==> config.mk <==
export PLATFORM = sky130hd
export DESIGN_NAME = rr_arbiter
export DESIGN_NICKNAME = d
export VERILOG_FILES = /design/src/rtl/rr_arbiter.sv
export SDC_FILE = /design/constraint.sdc
export NUM_CORES = 1
export LEC_CHECK = 0
export ABC_AREA = 0
export CAP_MARGIN = 30
export CORE_AREA = 2 2 49 51
export DETAILED_ROUTE_END_ITERATION = 10
export DIE_AREA = 0 0 51 53
export GPL_TIMING_DRIVEN = 0
export PLACE_DENSITY = 0.65
export SLEW_MARGIN = 20
export SYNTH_ARGS = -nofsm -noshare
export SYNTH_HDL_FRONTEND = slang
export SYNTH_SLANG_ARGS = --single-unit
==> constraint.sdc <==
create_clock -name clk -period 2.9 [get_ports clk]
set_clock_uncertainty 0.2 [all_clocks]
set_input_delay 0.87 -clock clk [delete_from_list [all_inputs] [get_ports clk]]
set_output_delay 0.87 -clock clk [all_outputs]
set_load 0.05 [all_outputs]
==> src/rtl/rr_arbiter.sv <==
// Four-requester round-robin arbiter with a rotating priority pointer,
// a mandatory idle gap between grants and an optional hold-time limit.
module rr_arbiter #(
  parameter int HOLD_MAX = 15
) (
  input  logic       clk,
  input  logic       rst,
  input  logic [3:0] req,
  input  logic       done,
  output logic [1:0] gnt_idx,
  output logic       gnt_vld,
  output logic       timeout
);

  // Counter is at least 8 bits, wider only if HOLD_MAX needs it.
  localparam int CW = (HOLD_MAX > 255) ? $clog2(HOLD_MAX) + 1 : 8;
  localparam logic [CW-1:0] HOLD_LAST = CW'((HOLD_MAX > 0) ? HOLD_MAX - 1 : 0);

  typedef enum logic {
    IDLE  = 1'b0,
    GRANT = 1'b1
  } state_e;

  state_e          state_q, state_d;
  logic [1:0]      ptr_q, ptr_d;
  logic [CW-1:0]   hold_q, hold_d;
  logic [1:0]      gnt_idx_q, gnt_idx_d;
  logic            gnt_vld_q, gnt_vld_d;
  logic            timeout_q, timeout_d;

  logic [1:0]      pick;
  logic [1:0]      cand;
  logic            found;
  logic            hold_limit;
  logic            req_lost;

  // Rotating scan starting at ptr; the first live request wins.
  always_comb begin
    pick  = ptr_q;
    cand  = ptr_q;
    found = 1'b0;
    for (int k = 0; k < 4; k++) begin
      cand = ptr_q + 2'(k);
      if (!found && req[cand]) begin
        pick  = cand;
        found = 1'b1;
      end
    end
  end

  assign hold_limit = (HOLD_MAX != 0) && (hold_q == HOLD_LAST);
  assign req_lost   = !req[gnt_idx_q];

  always_comb begin
    state_d   = state_q;
    ptr_d     = ptr_q;
    hold_d    = hold_q;
    gnt_idx_d = gnt_idx_q;
    gnt_vld_d = gnt_vld_q;
    timeout_d = 1'b0;
    unique case (state_q)
      IDLE: begin
        gnt_vld_d = 1'b0;
        if (found) begin
          state_d   = GRANT;
          gnt_idx_d = pick;
          gnt_vld_d = 1'b1;
          hold_d    = '0;
        end
      end
      GRANT: begin
        if (done || req_lost || hold_limit) begin
          state_d   = IDLE;
          gnt_vld_d = 1'b0;
          ptr_d     = gnt_idx_q + 2'd1;
          // Timeout flags only releases the limit alone is responsible for.
          timeout_d = hold_limit && !done && !req_lost;
        end else begin
          hold_d = (hold_q == '1) ? hold_q : hold_q + CW'(1);
        end
      end
      default: state_d = IDLE;
    endcase
  end

  always_ff @(posedge clk) begin
    if (rst) begin
      state_q   <= IDLE;
      ptr_q     <= 2'd0;
      hold_q    <= '0;
      gnt_idx_q <= 2'd0;
      gnt_vld_q <= 1'b0;
      timeout_q <= 1'b0;
    end else begin
      state_q   <= state_d;
      ptr_q     <= ptr_d;
      hold_q    <= hold_d;
      gnt_idx_q <= gnt_idx_d;
      gnt_vld_q <= gnt_vld_d;
      timeout_q <= timeout_d;
    end
  end

  assign gnt_idx = gnt_idx_q;
  assign gnt_vld = gnt_vld_q;
  assign timeout = timeout_q;

endmodule

# Yosys cells after proc, flatten, opt, wreduce, memory -nomap -nowiden
# Index checks and enable logic that the tools add are counted.
# classes
n_addsub	5
magnitude_cmp	5
n_eq_ne	6
n_mux	26
bitwise_logic	2
reduce_logical	16
# ops
cell	n
$mux 8	3
$pmux 8 s2	1
$lt 2x3->1 const B	5
$mux 1	12
$bmux 1 s2	5
$add 8x1->8 const B	1
$eq 8x4->1 const B	1
$eq 8x8->1 const B	1
$mux 2	3
$ne 2x2->1 const B	3
$logic_and 1x1->1	5
$logic_not 1->1	5
$add 2x1->2 const B	2
$add 2x2->2 const B	2
$pmux 1 s2	2
$reduce_and 2->1	2
$reduce_and 3->1	1
$reduce_or 3->1	1
$logic_or 1x1->1	2
$ne 2x1->1 const B	1
$not 1->1	2
# word_totals
reg_bits	15
in_bits	7
out_inout_bits	4
wordCells	66

# Logic depth before layout (Yosys ltp)
# depth
ltp_word	14
depth_mapped	8
ltp_nobuf	7

# Worst setup path after synthesis
# No wires, ideal clock.
# synth_timing
kind	input to register
from	input done
to	register hold_q[7]
t_arrival_ps	2419
slack_ps	211
path_stages	5
path_buffers	0
cell_sequence	or3b_1 -> o22a_2 -> or3_4 -> or4_1 -> a21oi_1
# synth_between
elab_chain_len	4
# synth_rtl
element	line_no	source
start, declared	9	input logic done,
$logic_or 1x1->1 (2 in series)	72	if (done || req_lost || hold_limit) begin
$ne 2x2->1 (no line)	--	
$reduce_and 3->1 (no line)	--	
end signal, assigned	97	hold_q <= hold_d;
end, declared	26	logic [CW-1:0] hold_q, hold_d;
# Every way passes these cells.
# A chain may end at the register's enable or synchronous reset.

# Worst setup path in the final report
# layout_timing
from	register gnt_idx_q[0], in the netlist gnt_idx[0]
to	output gnt_idx[0]
# layout_rtl
element	line_no	source
start, declared	27	logic [1:0] gnt_idx_q, gnt_idx_d;
start signal, assigned	98	gnt_idx_q <= gnt_idx_d;
end, declared	10	output logic [1:0] gnt_idx,
# No word-level cell between the ends.

==> results.json <==
{
  "wire_per_inst_um": 13.0,
  "synthFlopType": "dfxtp_1",
  "cts.clk_slew.worst_paths_ns": 0.09,
  "setup_viol": 0,
  "cts-buffers-inserted": 3,
  "slew_headroom": 0.670,
  "dr.pass1.iters": 4,
  "ant_nets": 0,
  "drt_iter0_drc": 11,
  "yosysSeqAreaShare": 0.368,
  "clkLatencyLatePin_ns": 0.29,
  "die_height_um": 53,
  "final_nets": 119,
  "layout_setup_ws_ns": 0.201,
  "max_stage_delay_ns": 0.86,
  "clock-root-buffer": "clkbuf_4",
  "hold_path_class": "reg -> reg",
  "via_per_inst": 5.58,
  "clk_path_buf_depth": 2,
  "cts_sinks": 15,
  "synth_nets": 105,
  "critPathTopFamily": "buffers and inverters",
  "start_util": 0.380,
  "r2r_end": "hold_q[6]",
  "rsz0062_at_grt": "false",
  "route.detailed.drc": 0,
  "path_cells": "clkdlybuf4s50_1",
  "power_density_nw_per_um2": 442,
  "grt_pass1_wl_um": 2870,
  "post_cts_buffers": 0,
  "pre_cts_slack_ns": -0.323,
  "tns_ns": 0,
  "max_freq_ghz": 0.371,
  "holdBufCountCts": 0,
  "grt_overflow": 0,
  "synth_seq_cells": 15,
  "port_buffers": 9,
  "tightest_slew_ns": 0.493,
  "h-tree-depth": 1,
  "status": "finished clean",
  "p_leak_nw": 0.351,
  "die_area_um2": 2700,
  "reg2reg_depth": 8,
  "r2r_setup_slack_ns": 0.56,
  "synth_edf_count": 0,
  "drive_gt1_frac": 0.119,
  "hold_violations": 0,
  "worst-path-max-fanout": 7,
  "grt_pass1_vias": 687,
  "ys_async_sr_fraction": 0,
  "row_count": 17,
  "period_needed_ns": 2.70,
  "ys_warn_count": 0,
  "num_vias": 765,
  "peakVddDrop_uv": 234,
  "maxCapViolations": 0,
  "diodes": 0,
  "area_growth_pct": 20.7,
  "crit_end": "gnt_idx[0]",
  "cts_tree": "done",
  "holdWs_ns": 0.269,
  "synth_cell_types": 40,
  "wirelength_um": 1790,
  "power.total_w": 0.000435,
  "syn_area_um2": 817,
  "synth_cells": 96,
  "worst_setup_path_start_kind": "register",
  "die_x_um": 51,
  "fin_crit_sh": 0.931,
  "path_depth": 1,
  "avgSynthCellArea_um2": 8.51,
  "grt_max_degree": 11,
  "worstSetupStartpoint": "gnt_idx[0]",
  "dpl.hpwl_um": 1230,
  "end_kind": "output pin",
  "crit_required_ns": 1.83,
  "maxSlewViolCount": 0,
  "core_area_um2": 2150,
  "cp.arrival_ns": 1.63,
  "dpl_cell_area_um2": 942,
  "post-route-cell-area_um2": 986,
  "synth_top_area_cell": "dfxtp_1",
  "antenna_found_initial": 0,
  "grt.total_usage": 0.144,
  "synth_top_area_share": 0.368,
  "slowest_stage": "clkdlybuf4s50_1",
  "synth_area_leaders": "dfxtp_1 (37%), a21oi_1 (6.7%), nor2_1 (3.7%), ha_1 (3.1%), o21ai_0 (3.1%)",
  "crit_type": "reg -> out",
  "timing.rr.start": "hold_q[0]",
  "place.gp.congestion": 0.797,
  "critPathBufInv": 1,
  "ios": 11
}
-- final cells by class --
| cell class | count | area, µm² |
|---|---|---|
| fill | 215 | 1160 |
| multi-input combinational | 75 | 494 |
| sequential | 15 | 300 |
| timing repair buffer | 9 | 103 |
| tap | 28 | 35.0 |
| clock buffer | 3 | 22.5 |
| inverter | 4 | 15.0 |
| buffer | 2 | 11.3 |
| clock inverter | 1 | 5.00 |
-- layer usage --
metal / wire length (µm) / GRT usage / vias to the layer above
li1: - / - / 384
met1: 776 / 0.157 / 368
met2: 930 / 0.251 / 10
met3: 58 / 0.0424 / 3
met4: 21 / 0.0721 / 0
met5: 0 / 0 / -
-- per-stage QoR --
stage,utilization,cells
2_1_floorplan,-,96
6_report,0.459,137
3_3_place_gp,0.439,133
3_5_place_dp,0.439,133
5_1_grt,0.459,137
4_1_cts,0.451,137
-- timing repair --
action                                  CTS  global route
endpoints found under the hold margin     0             0
pin swaps                                 1             1
resized for setup                         0             6
endpoints found under the setup margin    2             5
-- power breakdown --
| part | leakage (nW) | internal, W | switching [W] |
|---|---|---|---|
| combinational | 0.211 | 0.0000370 | 0.0000474 |
| clock | 0.0177 | 0.0000514 | 0.0000714 |
| sequential | 0.122 | 0.000215 | 0.0000132 |
-- state kept, by name (all words and copies together), names as in the netlist --
signal / count
gnt_vld: 1
gnt_idx: 2
state_q: 1
timeout: 1
hold_q: 8
ptr_q: 2
-- tightest hold or removal path: stages, from the launching register on --
cell and delay [ns]:
dfxtp_1 0.32, inv_1 0.04, a21boi_0 0.07
-- synth_stat cells (all sizes together), types with 2 or more instances --
| cell type | instances |
|---|---|
| nand2 | 6 |
| o31ai | 2 |
| nand3 | 3 |
| dfxtp | 15 |
| nor4 | 2 |
| nor2 | 8 |
| inv | 4 |
| and4 | 2 |
| a21oi | 11 |
| a211oi | 2 |
| xnor2 | 2 |
| nor2b | 2 |
| nand2b | 2 |
| o21ai | 5 |
| mux2i | 2 |
| or4 | 2 |
| or3 | 4 |
| ha | 2 |
-- worst min path at each step --
stage | start | to | slack (ns) | depth (start not counted)
after CTS | gnt_vld | gnt_vld | 0.27 | 2
final | gnt_vld | gnt_vld | 0.27 | 2
after detailed placement | gnt_vld | gnt_vld | 0.26 | 2
after global routing | gnt_vld | gnt_vld | 0.31 | 2
after global placement | gnt_vld | gnt_vld | 0.25 | 2
after floorplan | hold_q[7] | hold_q[7] | 0.26 | 2
-- kinds of logic after synthesis --
kind of cell | count (synthesis) | synth area share
AOI/OAI and AO/OA | 27 | 0.211
muxes | 3 | 0.0383
buffers and inverters | 6 | 0.0322
adders and majority gates | 2 | 0.0306
DFF | 15 | 0.368
and+or+nand+nor | 41 | 0.299
xor gates and xnor gates | 2 | 0.0214
-- cell usage in the layout, fill, tap and decap left out, drive strengths merged, types with 2 or more instances in the layout --
cell / Yosys / routed
and4: 2 / 2
nor4: 2 / 2
a211oi: 2 / 2
dlymetal6s2s: 0 / 5
mux2i: 2 / 2
a21oi: 11 / 11
nand2: 6 / 6
or3: 4 / 4
nor2: 8 / 8
inv: 4 / 4
nand3: 3 / 3
nand2b: 2 / 2
dfxtp: 15 / 15
nor2b: 2 / 2
xnor2: 2 / 2
o31ai: 2 / 2
or4: 2 / 2
clkdlybuf4s50: 0 / 4
o21ai: 5 / 5
ha: 2 / 2
clkbuf: 1 / 4
(Power assumes the default switching activity.)
